### config.mk
export PLATFORM = sky130hd
export DESIGN_NAME = digit_reverse9_flat
export DESIGN_NICKNAME = d
export VERILOG_FILES = /design/src/rtl/fft9_pkg.sv /design/src/rtl/digit_reverse9_if.sv /design/src/rtl/reorder_ram.sv /design/src/rtl/digit_reverse9.sv /design/src/flat_wrapper.sv
export SDC_FILE = /design/constraint.sdc
export NUM_CORES = 1
export LEC_CHECK = 0
export CELL_PAD_IN_SITES_DETAIL_PLACEMENT = 1
export CELL_PAD_IN_SITES_GLOBAL_PLACEMENT = 2
export CORE_ASPECT_RATIO = 2
export CORE_MARGIN = 10
export CORE_UTILIZATION = 40
export CTS_BUF_LIST = sky130_fd_sc_hd__clkbuf_4 sky130_fd_sc_hd__clkbuf_8
export DETAILED_ROUTE_END_ITERATION = 10
export MAX_ROUTING_LAYER = met4
export PLACE_DENSITY = 0.72
export SYNTH_ARGS = -nofsm -noshare
export SYNTH_HDL_FRONTEND = slang
export SYNTH_SLANG_ARGS = --single-unit
### constraint.sdc
create_clock -name clk -period 6.8 [get_ports clk]
set_clock_uncertainty 0.1 [all_clocks]
set_input_delay 0.68 -clock clk [delete_from_list [all_inputs] [get_ports clk]]
set_output_delay 0.68 -clock clk [all_outputs]
set_load 0.03 [all_outputs]
### src/rtl/fft9_pkg.sv
// fft9_pkg: constants and types shared by the 9-point FFT output stages.
//   FRAME_LEN : samples per FFT frame
//   NUM_BANKS : ping-pong bank count of the reorder buffer
//   DIGREV9   : natural index k = 3*k1 + k0 -> stored address 3*k0 + k1
//   ram_addr_t: reorder RAM address, {bank, 4-bit index}
package fft9_pkg;

    localparam int FRAME_LEN = 9;
    localparam int NUM_BANKS = 2;
    localparam int IDX_W     = 4;

    localparam logic [IDX_W-1:0] LAST_IDX = IDX_W'(FRAME_LEN - 1);

    // Element [0] is the rightmost entry: read sequence 0,3,6,1,4,7,2,5,8.
    localparam logic [FRAME_LEN-1:0][IDX_W-1:0] DIGREV9 =
        {4'd8, 4'd5, 4'd2, 4'd7, 4'd4, 4'd1, 4'd6, 4'd3, 4'd0};

    typedef struct packed {
        logic             bank;
        logic [IDX_W-1:0] idx;
    } ram_addr_t;

endpackage

### src/rtl/digit_reverse9_if.sv
// digit_reverse9_if: sample stream into and out of the digit-reverse stage.
//   flush                : synchronous abort of partial frame / readout
//   di_en, di_re, di_im  : digit-reversed input samples (FFT side)
//   do_en, do_re, do_im  : natural-order output samples
//   do_idx, do_last      : frequency index k of the output, k == 8 marker
//   master modport drives the inputs, slave modport is the reorder stage.
interface digit_reverse9_if #(
    parameter int WIDTH = 16
);
    logic                    flush;
    logic                    di_en;
    logic signed [WIDTH-1:0] di_re;
    logic signed [WIDTH-1:0] di_im;
    logic                    do_en;
    logic signed [WIDTH-1:0] do_re;
    logic signed [WIDTH-1:0] do_im;
    logic [3:0]              do_idx;
    logic                    do_last;

    modport master (
        output flush, di_en, di_re, di_im,
        input  do_en, do_re, do_im, do_idx, do_last
    );

    modport slave (
        input  flush, di_en, di_re, di_im,
        output do_en, do_re, do_im, do_idx, do_last
    );
endinterface

### src/rtl/reorder_ram.sv
// reorder_ram: simple dual-port frame buffer, two banks of FRAME_LEN words.
//   clk              : clock
//   we_i/waddr_i/wdata_i : synchronous write port
//   re_i/raddr_i     : synchronous read port; rdata_o holds when re_i = 0
//   rdata_o          : registered read data {re, im}
// No reset: contents and read register power up undefined.
module reorder_ram
    import fft9_pkg::*;
#(
    parameter int WIDTH = 16
) (
    input  logic               clk,
    input  logic               we_i,
    input  ram_addr_t          waddr_i,
    input  logic [2*WIDTH-1:0] wdata_i,
    input  logic               re_i,
    input  ram_addr_t          raddr_i,
    output logic [2*WIDTH-1:0] rdata_o
);

    logic [2*WIDTH-1:0] mem_q [NUM_BANKS][FRAME_LEN];
    logic [2*WIDTH-1:0] rdata_q;

    always_ff @(posedge clk) begin
        if (we_i) begin
            mem_q[waddr_i.bank][waddr_i.idx] <= wdata_i;
        end
        if (re_i) begin
            rdata_q <= mem_q[raddr_i.bank][raddr_i.idx];
        end
    end

    assign rdata_o = rdata_q;

endmodule

### src/rtl/digit_reverse9.sv
// digit_reverse9: reorders 9-sample radix-3 digit-reversed FFT frames into
// natural frequency order using a ping-pong buffer.
//   clk : clock, rising edge
//   rst : asynchronous active-high reset
//   bus : digit_reverse9_if slave (flush, di_*, do_*)
// Output appears 2 cycles after the last sample of a frame and streams for
// 9 consecutive cycles; back-to-back frames stream without gaps.
module digit_reverse9
    import fft9_pkg::*;
#(
    parameter int WIDTH = 16
) (
    input  logic             clk,
    input  logic             rst,
    digit_reverse9_if.slave  bus
);

    logic [IDX_W-1:0] wr_cnt_q, wr_cnt_d;
    logic             wr_bank_q, wr_bank_d;
    logic [IDX_W-1:0] rd_cnt_q, rd_cnt_d;
    logic             rd_active_q, rd_active_d;
    logic             do_en_q, do_en_d;
    logic [IDX_W-1:0] do_idx_q, do_idx_d;
    logic             do_last_q, do_last_d;
    logic             data_vld_q, data_vld_d;

    logic             wr_fire;
    logic             launch;
    logic             rd_fire;
    ram_addr_t        waddr;
    ram_addr_t        raddr;
    logic [2*WIDTH-1:0] rdata;

    always_comb begin
        wr_fire = bus.di_en && !bus.flush;
        launch  = wr_fire && (wr_cnt_q == LAST_IDX);
        // A flushed cycle performs no RAM read so the output data holds.
        rd_fire = rd_active_q && !bus.flush;

        wr_cnt_d    = wr_cnt_q;
        wr_bank_d   = wr_bank_q;
        rd_cnt_d    = rd_cnt_q;
        rd_active_d = rd_active_q;

        if (bus.flush) begin
            wr_cnt_d    = '0;
            rd_cnt_d    = '0;
            rd_active_d = 1'b0;
        end else begin
            if (wr_fire) begin
                wr_cnt_d = launch ? '0 : wr_cnt_q + 1'b1;
            end
            if (launch) begin
                wr_bank_d = ~wr_bank_q;
            end
            if (rd_active_q) begin
                if (rd_cnt_q == LAST_IDX) begin
                    rd_cnt_d    = '0;
                    rd_active_d = 1'b0;
                end else begin
                    rd_cnt_d = rd_cnt_q + 1'b1;
                end
            end
            // A new launch wins over a readout still in progress.
            if (launch) begin
                rd_cnt_d    = '0;
                rd_active_d = 1'b1;
            end
        end

        do_en_d    = rd_fire;
        do_idx_d   = rd_fire ? rd_cnt_q : do_idx_q;
        do_last_d  = rd_fire && (rd_cnt_q == LAST_IDX);
        data_vld_d = data_vld_q || rd_fire;
    end

    always_ff @(posedge clk or posedge rst) begin
        if (rst) begin
            wr_cnt_q    <= '0;
            wr_bank_q   <= 1'b0;
            rd_cnt_q    <= '0;
            rd_active_q <= 1'b0;
            do_en_q     <= 1'b0;
            do_idx_q    <= '0;
            do_last_q   <= 1'b0;
            data_vld_q  <= 1'b0;
        end else begin
            wr_cnt_q    <= wr_cnt_d;
            wr_bank_q   <= wr_bank_d;
            rd_cnt_q    <= rd_cnt_d;
            rd_active_q <= rd_active_d;
            do_en_q     <= do_en_d;
            do_idx_q    <= do_idx_d;
            do_last_q   <= do_last_d;
            data_vld_q  <= data_vld_d;
        end
    end

    // The bank being read is always the one the writer just left: every
    // launch toggles wr_bank, and flush cancels any readout.
    assign waddr = '{bank: wr_bank_q, idx: wr_cnt_q};
    assign raddr = '{bank: ~wr_bank_q, idx: DIGREV9[rd_cnt_q]};

    reorder_ram #(.WIDTH(WIDTH)) u_ram (
        .clk     (clk),
        .we_i    (wr_fire),
        .waddr_i (waddr),
        .wdata_i ({bus.di_re, bus.di_im}),
        .re_i    (rd_fire),
        .raddr_i (raddr),
        .rdata_o (rdata)
    );

    // The RAM read register has no reset; mask it to zero until the first
    // read after reset so the data outputs come out of reset cleared.
    assign bus.do_en   = do_en_q;
    assign bus.do_idx  = do_idx_q;
    assign bus.do_last = do_last_q;
    assign bus.do_re   = data_vld_q ? rdata[2*WIDTH-1:WIDTH] : '0;
    assign bus.do_im   = data_vld_q ? rdata[WIDTH-1:0]       : '0;

endmodule

### src/flat_wrapper.sv
// flat-port wrapper written by rule: the top's interface ports become plain ports
module digit_reverse9_flat import fft9_pkg::*;
#(
    parameter int WIDTH = 16
)
  (clk, rst, bus_flush, bus_di_en, bus_di_re, bus_di_im, bus_do_en, bus_do_re, bus_do_im, bus_do_idx, bus_do_last);
  digit_reverse9_if #(.WIDTH(WIDTH)) bus_i ();
  input  logic clk;
  input  logic rst;
  input wire logic [$bits(bus_i.flush)-1:0] bus_flush;
  input wire logic [$bits(bus_i.di_en)-1:0] bus_di_en;
  input wire logic [$bits(bus_i.di_re)-1:0] bus_di_re;
  input wire logic [$bits(bus_i.di_im)-1:0] bus_di_im;
  output wire logic [$bits(bus_i.do_en)-1:0] bus_do_en;
  output wire logic [$bits(bus_i.do_re)-1:0] bus_do_re;
  output wire logic [$bits(bus_i.do_im)-1:0] bus_do_im;
  output wire logic [$bits(bus_i.do_idx)-1:0] bus_do_idx;
  output wire logic [$bits(bus_i.do_last)-1:0] bus_do_last;
  assign bus_i.flush = bus_flush;
  assign bus_i.di_en = bus_di_en;
  assign bus_i.di_re = bus_di_re;
  assign bus_i.di_im = bus_di_im;
  assign bus_do_en = bus_i.do_en;
  assign bus_do_re = bus_i.do_re;
  assign bus_do_im = bus_i.do_im;
  assign bus_do_idx = bus_i.do_idx;
  assign bus_do_last = bus_i.do_last;
  digit_reverse9 #(.WIDTH(WIDTH)) u_core (.clk(clk), .rst(rst), .bus(bus_i));
endmodule
* After elaboration in Yosys (flattened, before gate mapping) *
Memory sizes are Yosys's and may differ from the RTL's.
Index checks and enable logic that the tools add are counted.

word-level totals
  bits in latches = 0
  memories = 2
  output and inout port bits = 38
  memory bits (writable) = 576
  word-level logic and storage cells = 54
  input bits = 36
  register bits after elaboration = 49
  ROM bits = 64

memories
  name                words  width  read ports  clocked after memory_dff  wr ports  RTL line               text
  u_core.u_ram.mem_q  2      288    1           0                         1         reorder_ram.sv:21      logic [2*WIDTH-1:0] mem_q [NUM_BANKS][FRAME_LEN];
  (no name shown)     16     4      1           0                         0         digit_reverse9.sv:102  assign raddr = '{bank: ~wr_bank_q, idx: DIGREV9[rd_cnt_q]};

cells by class
  add/subtract/negate cells = 2
  bitwise logic cells = 4
  reductions and logical operators = 10
  eq/ne operators = 2
  shift operators = 0
  multiplexer cells = 21
  magnitude comparators = 4
  divide/modulo/power cells = 0
  $mul = 0

operator list
  kind                   count
  $mux W288              1
  $bmux W32 S4           1
  $demux W32 S4          1
  $mux W32               3
  $mux W16               2
  $mux W4                8
  $ge A5 B5 Y1 const B   2
  $not A4 Y5             2
  $add A4 B1 Y4 const B  2
  $eq A4 B4 Y1 const B   2
  $logic_and A1 B1 Y1    5
  $lt A4 B5 Y1 const B   1
  $lt A5 B1 Y1 const B   1
  $mux W1                5
  $reduce_bool A3 Y1     1
  $not A1 Y1             2
  $reduce_and A2 Y1      1
  $reduce_bool A2 Y1     1
  $logic_not A1 Y1       1
  $logic_or A1 B1 Y1     1

* Logic depth before layout (Yosys ltp) *
Gate-level depths: netlist (run 1).

  depth after elaboration = 6
  mapped depth = 11
  depth with buffers taken out = 6

* By module *
A second synthesis (run 1) with hierarchy kept.

second synthesis, totals
  cell total of the unflattened synthesis = 1240
  area total of the unflattened synthesis = 24229.5 sq um

by module, submodules not included
  module          area an instance (sq um)  times used  cells each  sequential area each (sq um)
  reorder_ram     23147.2                   1           1120        18257.5
  digit_reverse9  1082.3                    1           120         425.4

* Worst setup path before layout (run 1) *
No wires, ideal clock.

  path kind = input port to flip-flop
  start point = input port bus_di_en
  end point = memory u_core.u_ram.mem_q[0][192] in the netlist's numbering, enable pin
  buffers on the path = 0
  arrival = 4156 ps
  path slack = 2042 ps
  stages = 3
  required time = 6198 ps
  cells stage by stage = nor2b_1 -> nand2_1 -> nor4_1

on the way
  cells in the longest elaborated chain, start to end = 3

ends and longest elaborated chain
  item                             RTL line              text
  start: declaration               flat_wrapper.sv:11    input wire logic [$bits(bus_i.di_en)-1:0] bus_di_en;
  $logic_and A1 B1 Y1              digit_reverse9.sv:35  wr_fire = bus.di_en && !bus.flush;
  $mux W1                          reorder_ram.sv:25     if (we_i) begin
  $mux W288 (implied by the code)  reorder_ram.sv:26     mem_q[waddr_i.bank][waddr_i.idx] <= wdata_i;
  end: declaration                 reorder_ram.sv:21

No other way between the ends.

* Final worst setup path (run 1) *
  start point = register u_core.rd_cnt_q[0]
  end point = register u_core.u_ram.rdata_q[15] (netlist: u_core.u_ram.rdata_o[15]) (data pin)

on the way
  cells in the longest elaborated chain, start to end = 6

ends and longest elaborated chain
  item                                         RTL line               text
  start: declaration                           digit_reverse9.sv:20   logic [IDX_W-1:0] rd_cnt_q, rd_cnt_d;
  start signal: assignment                     digit_reverse9.sv:90   rd_cnt_q <= rd_cnt_d;
  $mem_v2 Z16 W4                               -
  $mux W4 (implied by the code)                digit_reverse9.sv:102
  $not A4 Y5 (implied by the code)             reorder_ram.sv:29      rdata_q <= mem_q[raddr_i.bank][raddr_i.idx];
  $bmux W32 S4                                 reorder_ram.sv:29
  $mux W32 (implied by the code) (2 in a row)  reorder_ram.sv:29
  end signal: assignment                       reorder_ram.sv:29
  end: declaration                             reorder_ram.sv:22      logic [2*WIDTH-1:0] rdata_q;

No other way between the ends. The select of a mux whose other input is x is not followed.
A chain may end at the register's enable or synchronous reset.

==> results of run 1 <==
==> registers in the layout, indices dropped and copies added, names as in the netlist <==
register,cells
u_core.bus.do_en,1
u_core.u_ram.mem_q,576
u_core.wr_cnt_q,4
u_core.rd_cnt_q,4
u_core.wr_bank_q,1
u_core.u_ram.rdata_o,32
u_core.bus.do_last,1
u_core.data_vld_q,1
u_core.rd_active_q,1
u_core.bus.do_idx,4
==> cells by family (layout without fill, tap and decap cells) <==
family	after synthesis	in the layout
DFF	625	625
muxes	227	227
and+or+nand+nor	126	126
AOI/OAI and AO/OA	107	107
buffers and inverters	70	263
adders and majority gates	8	8
xor gates and xnor gates	3	3
other	0	2
==> power by group through the flow <==
stage          clock network [W]   logic, W  registers (W)
6_report                 0.00281   0.000169        0.00425
3_5_place_dp                   0   0.000174        0.00433
2_1_floorplan                  0  0.0000533        0.00433
3_3_place_gp                   0   0.000166        0.00433
5_1_grt                  0.00305   0.000183        0.00425
4_1_cts                  0.00289   0.000174        0.00425
==> through the flow <==
step	setup WS [ns]	cells	hold slack, ns
after floorplan	2.04	1166	0.401
after global placement	2.78	1983	0.387
after detailed placement	2.77	1983	0.390
after CTS	2.74	2133	0.316
after global routing	2.68	2135	0.362
final	2.83	2135	0.307
==> metal layers <==
layer,GRT usage (%),routed length (µm)
met3,2.48,2230
met1,18.0,22300
met4,5.46,1220
met5,-,0
met2,31.8,33800
==> path summary, 6_finish.rpt <==
kind,start,to,slack [ns],cells past startpoint
setup reg to reg,u_core.rd_cnt_q[0]$_DFFE_PP0P_,u_core.u_ram.rdata_o[15]$_DFFE_PP_,2.83,8
max in group asynchronous,rst,u_core.wr_bank_q$_DFFE_PP0P_,5.79,2
min in group clk,u_core.bus.do_idx[1]$_DFFE_PP0P_,u_core.bus.do_idx[1]$_DFFE_PP0P_,0.39,2
setup / recovery,u_core.rd_cnt_q[0]$_DFFE_PP0P_,u_core.u_ram.rdata_o[15]$_DFFE_PP_,2.83,8
hold / removal,rst,u_core.wr_bank_q$_DFFE_PP0P_,0.31,2
hold reg to reg,u_core.bus.do_idx[1]$_DFFE_PP0P_,u_core.bus.do_idx[1]$_DFFE_PP0P_,0.39,2
==> cell usage in the layout (no fill, tap or decap), types with 14 or more instances in the layout <==
cell                              instances
sky130_fd_sc_hd__mux4_2                  92
sky130_fd_sc_hd__a22oi_1                 63
sky130_fd_sc_hd__clkbuf_4                23
sky130_fd_sc_hd__mux2_2                  64
sky130_fd_sc_hd__edfxtp_1               608
sky130_fd_sc_hd__and2_1                  33
sky130_fd_sc_hd__dfrtp_1                 14
sky130_fd_sc_hd__buf_4                   33
sky130_fd_sc_hd__clkinv_1                27
sky130_fd_sc_hd__o211ai_1                31
sky130_fd_sc_hd__clkbuf_8                84
sky130_fd_sc_hd__clkdlybuf4s50_1         73
sky130_fd_sc_hd__mux2i_1                 63
sky130_fd_sc_hd__nand2_1                 43
==> cell type report <==
type	instances	area (µm²)
clock inverter	43	298
sequential	625	18700
tap	774	968
fill	5505	32300
multi-input combinational	471	5270
clock buffer	107	1330
timing repair buffer	107	998
antenna	2	5.00
inverter	6	22.5
==> critical path, stage by stage, from the launching register on <==
cell and delay, ns:
sky130_fd_sc_hd__dfrtp_2 0.41, sky130_fd_sc_hd__inv_2 0.05, sky130_fd_sc_hd__buf_4 0.60, sky130_fd_sc_hd__ha_4 0.78
sky130_fd_sc_hd__buf_4 0.64, sky130_fd_sc_hd__mux4_2 0.40, sky130_fd_sc_hd__mux2_2 0.27, sky130_fd_sc_hd__a22oi_1 0.29
sky130_fd_sc_hd__nand2_1 0.09
==> out/summary.log, run 1 <==
[cts] clock root cell sky130_fd_sc_hd__clkbuf_8
[power] Cell Int Power 0.00573 W
[synth] xor/xnor cell area share of the yosys netlist 0.109%
[synth] simple-gate share of the synthesized area 2.62%
[die] Cell Rows 127
[synth] synthesis-stage register bit count 625
[synth] mapped cell area 24200 µm²
[synth] cell types occupying the most area after synthesis sky130_fd_sc_hd__edfxtp_1 (76%), sky130_fd_sc_hd__mux4_2 (8.6%), sky130_fd_sc_hd__mux2_2 (3.0%)
[die] area inside the core boundary 59900 µm²
[finish] fin util 46.0%
[sta] FMAX 0.252 GHz
[cts] post-CTS clock slew at the launch and capture registers of the worst setup and hold paths 0.07 ns
[critical_path] CP Capture Type flop
[cts] insertion delay of the later-clocked pin in the worst-skew pair 0.68 ns
[grt] antenna violations before repair 2
[critical_path] worst endpoint data arrival time 4.28 ns
[cts] CTS sink cnt 625
[synth] Post-synth EDFFs 608
[grt] global-route wire length before repair 87800 µm
[finish] fraction of final layout cells with drive strength greater than 1 25.0%
[sta] final total negative setup slack 0 ns
[synth] count leader, synth sky130_fd_sc_hd__edfxtp_1
[place] instance area after placement 25900 µm²
[die] starting density of the core 40.4%
[finish] Non-Filler Cell Area, Final 27600 µm²
[drt] antenna-violating nets left 0
[power] reported net switching power 0.00150 W
[power] net switching fraction of the power 20.7%
[synth] fraction of the mapped netlist area in compound gates 3.20%
[synth] adder and majority gate portion of the synthesized area 0.414%
[critical_path] kind of critical path flop to flop
[synth] area share of the largest cell type after synthesis 75.5%
[sta] final max-slew violation count 0
[sta] setup repair after global routing missed its margin false
[critical_path] startpoint types flop
[die] Die W 194 µm
[drt] via count 11.6k
[cts] H-Tree Level Count 3
[synth] share of cell area taken by muxes after synthesis 14.8%
[sta] Period Utilization, post-route 58.4%
[drt] via count normalized by instance count 5.45
[sta] slew at the pin closest to its max-slew limit 1.15 ns
[finish] P&R area growth vs syn 14.1%
[power] part of the power in the clock network 38.9%
[cts] number of buffers on the longest clock path 3
[synth] average instance area after synthesis 20.7 µm²
[cts] TritonCTS clock tree yes
[sta] min cycle time layout 3.97 ns
[synth] most frequent cells after synthesis sky130_fd_sc_hd__edfxtp_1 (608), sky130_fd_sc_hd__mux4_2 (92), sky130_fd_sc_hd__mux2_2 (64), sky130_fd_sc_hd__a22oi_1 (63), sky130_fd_sc_hd__mux2i_1 (63)
[place] Detailed Place HPWL 33100 µm
[drt] DRC violations left 0
[flow_run] reported max-cap violation count 0
[synth] Unique masters post-synth 39
[synth] Warnings, synthesis 0
[cts] hold buffer count at CTS 0
[synth] cell taking the most area after synthesis sky130_fd_sc_hd__edfxtp_1
[synth] asr flop ratio synth 2.72%
[power] Logic pwr share 2.3%
[synth] main combinational cell family by area after synthesis multiplexers
[grt] vias in the first global route 13.1k
[synth] sequential element share of the synthesized area 77.3%
[die] Die Footprint 71300 µm²
[drt] Avg WL per Cell 27.9 µm
[cts] post-cts gate resize count 0
[die] Die Height 368 µm
[sta] Setup Viol. Count Final 0
[power] Flop pwr share 58.8%
[grt] maximum number of pins on one net before global-route repair 86
[critical_path] maximum fanout count along the critical path 48
[power] Cell Pwr Density 262 nW/µm²
[power] sum of internal, switching and leakage power 0.00723 W
[grt] overall global routing resource usage 17.0%
[drt] first-pass iteration count of the detailed router 5
[finish] total number of nets in the final design 1337
[synth] synthesized netlist net count 1210
[synth] post-synthesis instance total 1166
[synth] dominant synthesized flop cell sky130_fd_sc_hd__edfxtp_1
[cts] Post-CTS Setup Repair Bufs 0
[worst_hold_path] class of the most critical hold timing path primary input to asynchronous set/reset pin
[cts] number of buffers added by the clock tree synthesis step 82
[place] number of port buffers 73
[sta] number of hold-slack violations in the final timing report 0
[grt] overflow left after global routing 0
[run_status] result of the run completed
[power] worst supply voltage drop on vdd 0.112 mV
[place] last weighted congestion value of the routability-driven placer 0.742
[drt] number of violations reported at the end of detailed-routing iteration 0 719
[drt] Total Routed Length 59600 µm
[die] Top-Level Pins 74
[sta] remaining max-slew budget at the tightest pin 23.0%
[critical_path] Data required, critical path 7.12 ns
[power] Leakage 8.37 nW
No activity file was read; power rests on OpenSTA's default activity.
==> run 2: changes to the inputs <==
- clock period: 6.8 -> 4.1 ns (I/O delays scaled with it)
==> out/summary.log, run 2 (synthesis gave the netlist of run 1 again) <==
[power] worst supply voltage drop on vdd 0.197 mV
[finish] commonest cells after routing, fill and taps aside sky130_fd_sc_hd__edfxtp_1 (608), sky130_fd_sc_hd__mux4_2 (92), sky130_fd_sc_hd__clkbuf_8 (85), sky130_fd_sc_hd__clkdlybuf4s50_1 (73), sky130_fd_sc_hd__mux2_2 (64)
[drt] first-pass iteration count of the detailed router 7
[grt] GR peak layer met2
[sta] remaining max-slew budget at the tightest pin 27.1%
[grt] maximum number of pins on one net before global-route repair 52
[finish] fin util 46.4%
[finish] area taken by multi-input logic gates 5270 µm²
[grt] vias in the first global route 13.3k
[die] Top-Level Pins 74
[drt] antenna-violating nets left 0
[worst_hold_path] class of the most critical hold timing path primary input to asynchronous set/reset pin
[grt] overflow left after global routing 0
[power] Leakage 8.46 nW
[critical_path] kind of critical path flop to flop
[cts] TritonCTS clock tree yes
[critical_path] CP Capture Type flop
[sta] WHS 0.0707 ns
[cts] insertion delay of the later-clocked pin in the worst-skew pair 0.66 ns
[cts] post-cts gate resize count 0
[die] Die Footprint 71300 µm²
[cts] number of buffers added by the clock tree synthesis step 82
[critical_path] Data required, critical path 4.52 ns
[sta] Setup Viol. Count Final 0
[cts] clock root cell sky130_fd_sc_hd__clkbuf_8
[cts] Post-CTS Setup Repair Bufs 0
[critical_path] worst path cell trace inv_2 > ha_1 > or2_1 > and3b_2 > a22oi_1 > nand2_1
[drt] Total Routed Length 61000 µm
[die] Cell Rows 127
[finish] fraction of final layout cells with drive strength greater than 1 26.0%
[place] cell count after placement 1995
[die] area inside the core boundary 59900 µm²
[sta] number of hold-slack violations in the final timing report 0
[power] Cell Pwr Density 433 nW/µm²
[sta] FMAX 0.343 GHz
[cts] number of buffers on the longest clock path 3
[grt] overall global routing resource usage 17.5%
[finish] fill cell instance count of the final layout 5456
[finish] total number of nets in the final design 1349
[die] Die Height 368 µm
[critical_path] Worst path max stage delay 0.92 ns
[critical_path] maximum fanout count along the critical path 32
[sta] min cycle time layout 2.91 ns
[sta] final max-slew violation count 0
[finish] register containing the most flip-flops in the final layout u_core.u_ram.mem_q
[cts] post-CTS clock slew at the launch and capture registers of the worst setup and hold paths 0.07 ns
[die] Die W 194 µm
[finish] number of flip-flops in the largest register 576
[drt] via count normalized by instance count 5.50
[grt] antenna violations before repair 2
[finish] Final Instance Count excl. Fillers 2143
[sta] setup repair after global routing missed its margin false
[drt] Avg WL per Cell 28.5 µm
[critical_path] crit path max-delay cell type sky130_fd_sc_hd__and3b_2
[place] number of port buffers 73
[finish] P&R area growth vs syn 14.8%
[place] Detailed Place HPWL 35500 µm
[drt] number of violations reported at the end of detailed-routing iteration 0 760
[critical_path] worst endpoint data arrival time 3.33 ns
[grt] global-route track usage on met3 2.93%
[die] starting density of the core 40.4%
[sta] Period Utilization, post-route 71.0%
[critical_path] startpoint types flop
[cts] H-Tree Level Count 3
[grt] global-route wire length before repair 90200 µm
[cts] CTS sink cnt 625
[flow_run] reported max-cap violation count 0
[finish] area of all sequential standard cells 18700 µm²
[drt] DRC violations left 0
[finish] commonest non-fill, non-tap cell in the layout sky130_fd_sc_hd__edfxtp_1
[grt] met2 GRT Util 32.2%
[cts] hold buffer count at CTS 0
[drt] via count 11.8k
[run_status] result of the run completed
[grt] global routing usage on met1 18.6%
[sta] slew at the pin closest to its max-slew limit 1.09 ns
[place] last weighted congestion value of the routability-driven placer 0.797
==> run 2: changes by cell type in the layout (fill, tap and decap cells not counted) <==
cell / change
sky130_fd_sc_hd__buf_12: +8
sky130_fd_sc_hd__buf_4: +4
sky130_fd_sc_hd__clkbuf_8: +1
sky130_fd_sc_hd__clkinv_1: -8
sky130_fd_sc_hd__clkinv_2: +3
sky130_fd_sc_hd__clkinvlp_4: +1
sky130_fd_sc_hd__inv_6: -2
sky130_fd_sc_hd__inv_8: +1
==> run 2: area by class of cell <==
type | instances | share of cell area, %
sequential | 625 | 67.3
multi-input combinational | 471 | 19.0
inverter | 6 | 0.0811
antenna | 2 | 0.0180
clock buffer | 108 | 4.83
timing repair buffer | 119 | 4.28
tap | 774 | 3.49
clock inverter | 38 | 1.02
==> run 2: worst paths after layout <==
| check | start | to | slack (ns) | cells past startpoint |
|---|---|---|---|---|
| min in group clk | u_core.bus.do_idx[2]$_DFFE_PP0P_ | u_core.bus.do_idx[2]$_DFFE_PP0P_ | 0.40 | 1 |
| max in group asynchronous | rst | u_core.wr_bank_q$_DFFE_PP0P_ | 3.29 | 2 |
| worst min-delay path | rst | u_core.bus.do_idx[3]$_DFFE_PP0P_ | 0.07 | 2 |
| worst max register to register | u_core.rd_cnt_q[0]$_DFFE_PP0P_ | u_core.u_ram.rdata_o[0]$_DFFE_PP_ | 1.19 | 6 |
| worst max-delay path | u_core.rd_cnt_q[0]$_DFFE_PP0P_ | u_core.u_ram.rdata_o[0]$_DFFE_PP_ | 1.19 | 6 |
| worst min register to register | u_core.bus.do_idx[2]$_DFFE_PP0P_ | u_core.bus.do_idx[2]$_DFFE_PP0P_ | 0.40 | 1 |
==> run 2: worst max-delay path: cells and delay by family (launching register included) <==
family,cells,cell delay (ns)
flip-flops,1,0.40
AO/OA/AOI/OAI,1,0.34
AND/OR/NAND/NOR,3,1.23
buffers and inverters,1,0.42
adder cells (fa/ha/maj),1,0.24
==> run 2: through the flow <==
stage	setup TNS [ns]	instance area, µm²	setup slack, ns	total power, W
floorplan	-40.36	24200	-0.631	0.00728
global placement	0	26100	0.887	0.00747
detailed placement	0	26100	0.826	0.00748
CTS	0	27800	1.07	0.0121
global route	0	27800	1.04	0.0124
finish	0	27800	1.19	0.0120
==> run 2: power breakdown <==
| part | switching, W | internal (W) | leakage [nW] |
|---|---|---|---|
| combinational | 0.000201 | 0.0000856 | 1.91 |
| sequential | 0.0000118 | 0.00704 | 5.70 |
| clock | 0.00228 | 0.00240 | 0.853 |
| total | 0.00250 | 0.00952 | 8.46 |
==> run 2: layer usage <==
metal / wire (µm) / up-vias
met5: 0 / -
li1: - / 5051
met1: 22800 / 6313
met4: 1560 / 0
met3: 2370 / 95
met2: 34300 / 321
==> run 3: changes to the inputs <==
- clock period: 4.1 -> 2.9 ns (I/O delays scaled with it)
==> out/summary.log, run 3 (synthesis gave the netlist of run 1 again) <==
[run_status] result of the run completed
[power] Cell Pwr Density 588 nW/µm²
[drt] via count 11.9k
[cts] number of buffers added by the clock tree synthesis step 81
[cts] hold buffer count at CTS 1
[critical_path] kind of critical path flop to flop
[sta] remaining max-slew budget at the tightest pin 50.3%
[die] starting density of the core 40.4%
[sta] setup repair after global routing missed its margin false
[finish] commonest cells after routing, fill and taps aside sky130_fd_sc_hd__edfxtp_1 (608), sky130_fd_sc_hd__mux4_2 (92), sky130_fd_sc_hd__clkbuf_8 (84), sky130_fd_sc_hd__clkdlybuf4s50_1 (73), sky130_fd_sc_hd__mux2_2 (64)
[finish] fill cell instance count of the final layout 5454
[finish] fraction of final layout cells with drive strength greater than 1 26.4%
[sta] worst path setup slack after routing 0.321 ns
[drt] first-pass iteration count of the detailed router 5
[place] number of port buffers 73
[flow_run] reported max-cap violation count 0
[cts] insertion delay of the later-clocked pin in the worst-skew pair 0.66 ns
[critical_path] worst path cell trace inv_1 > ha_4 > buf_12 > mux4_2 > mux2_2 > a22oi_1 > nand2_1
[finish] total number of nets in the final design 1363
[critical_path] Data required, critical path 3.18 ns
[power] net switching fraction of the power 20.5%
[grt] global-route wire length before repair 89500 µm
[cts] CTS sink cnt 625
[cts] post-cts gate resize count 0
[grt] overall global routing resource usage 17.4%
[power] worst supply voltage drop on vdd 0.283 mV
[place] DP Worst Slack 0.282 ns
[finish] fin util 46.8%
[die] area inside the core boundary 59900 µm²
[grt] antenna violations before repair 4
[finish] area of all sequential standard cells 18700 µm²
[worst_hold_path] class of the most critical hold timing path primary input to flop
[critical_path] maximum fanout count along the critical path 30
[critical_path] Worst path max stage delay 0.44 ns
[power] Flop pwr share 60.4%
[drt] Total Routed Length 60600 µm
[cts] TritonCTS clock tree yes
[grt] maximum number of pins on one net before global-route repair 39
[cts] clock root cell sky130_fd_sc_hd__clkbuf_8
[finish] P&R area growth vs syn 16.0%
[die] Die Footprint 71300 µm²
[finish] register containing the most flip-flops in the final layout u_core.u_ram.mem_q
[cts] Post-CTS Setup Repair Bufs 0
[drt] via count normalized by instance count 5.51
[grt] vias in the first global route 13.4k
[sta] number of hold-slack violations in the final timing report 0
[finish] number of flip-flops in the largest register 576
[place] Detailed Place HPWL 33400 µm
[power] reported net switching power 0.00337 W
[drt] antenna-violating nets left 0
[critical_path] startpoint types flop
[cts] post-CTS clock slew at the launch and capture registers of the worst setup and hold paths 0.07 ns
[place] last weighted congestion value of the routability-driven placer 0.738
[drt] Avg WL per Cell 28.1 µm
[grt] overflow left after global routing 0
[sta] Period Utilization, post-route 88.9%
[die] Top-Level Pins 74
[die] Die Height 368 µm
[critical_path] crit path max-delay cell type sky130_fd_sc_hd__ha_4
[sta] slew at the pin closest to its max-slew limit 0.745 ns
[cts] number of buffers on the longest clock path 3
[sta] WHS 0.328 ns
[drt] DRC violations left 0
[sta] FMAX 0.388 GHz
[sta] final max-slew violation count 0
[critical_path] worst endpoint data arrival time 2.86 ns
[die] Die W 194 µm
[power] part of the power in the clock network 37.1%
[sta] Setup Viol. Count Final 0
[die] Cell Rows 127
[cts] H-Tree Level Count 3
[sta] min cycle time layout 2.58 ns
[drt] number of violations reported at the end of detailed-routing iteration 0 777
[finish] commonest non-fill, non-tap cell in the layout sky130_fd_sc_hd__edfxtp_1
[finish] area taken by multi-input logic gates 5300 µm²
[critical_path] CP Capture Type flop
[power] Leakage 8.54 nW
[power] Logic pwr share 2.5%
[power] Cell Int Power 0.0131 W
==> run 3: changes by cell type in the layout (fill, tap and decap cells not counted), sizes merged, moves of 2 or more <==
cell	previous run	this run
clkinv	29	24
clkbuf	108	112
clkinvlp	3	1
diode	2	4
bufinv	4	0
buf	46	60
==> run 3: metrics by stage <==
step                cells  setup TNS (ns)  instance area, µm²  total power [W]
finish               2152               0               28000           0.0165
global route         2152               0               28000           0.0171
CTS                  2148               0               28000           0.0167
detailed placement   2009               0               26500           0.0106
global placement     2009               0               26500           0.0106
floorplan            1166         -123.03               24200           0.0103
==> run 3: area by class of cell <==
| type | count | area share [%] |
|---|---|---|
| Antenna cell | 4 | 0.0357 |
| Clock buffer | 112 | 4.87 |
| Clock inverter | 26 | 0.406 |
| Inverter | 6 | 0.0803 |
| Multi-Input combinational cell | 471 | 18.9 |
| Sequential cell | 625 | 66.6 |
| Tap cell | 774 | 3.45 |
| Timing Repair Buffer | 134 | 5.63 |
==> run 3: power by group through the flow <==
stage	Sequential, W	Clock, W	Combinational (W)
2_1_floorplan	0.0102	0	0.000128
5_1_grt	0.00996	0.00666	0.000447
3_3_place_gp	0.0102	0	0.000405
4_1_cts	0.00997	0.00629	0.000422
3_5_place_dp	0.0102	0	0.000421
6_report	0.00997	0.00611	0.000410
==> run 3: layer usage <==
metal  routed length (µm)  vias up  global-route usage, %
met5                    0        -                      -
met4                 1480        0                   6.15
met3                 2370       97                   2.69
met2                34600      278                   32.3
met1                22100     6399                   18.1
li1                     -     5082                      -
==> run 3: final timing paths <==
check	start	to	slack (ns)	cells past startpoint
setup / recovery	u_core.rd_cnt_q[1]$_DFFE_PP0P_	u_core.u_ram.rdata_o[13]$_DFFE_PP_	0.32	7
hold / removal	bus_di_en	u_core.wr_cnt_q[0]$_DFFE_PP0P_	0.33	4
setup reg to reg	u_core.rd_cnt_q[1]$_DFFE_PP0P_	u_core.u_ram.rdata_o[13]$_DFFE_PP_	0.32	7
hold reg to reg	u_core.bus.do_idx[3]$_DFFE_PP0P_	u_core.bus.do_idx[3]$_DFFE_PP0P_	0.40	1
max in group asynchronous	rst	u_core.wr_bank_q$_DFFE_PP0P_	1.66	3
min in group asynchronous	rst	u_core.bus.do_idx[2]$_DFFE_PP0P_	0.52	3
==> run 3: worst max-delay path: cells and delay by family (launching register included) <==
kind,cells,cell delay [ns]
flops,1,0.43
fa+ha+maj,1,0.44
simple gates,1,0.11
buf+inv,2,0.38
compound gates,1,0.20
mux,2,0.62
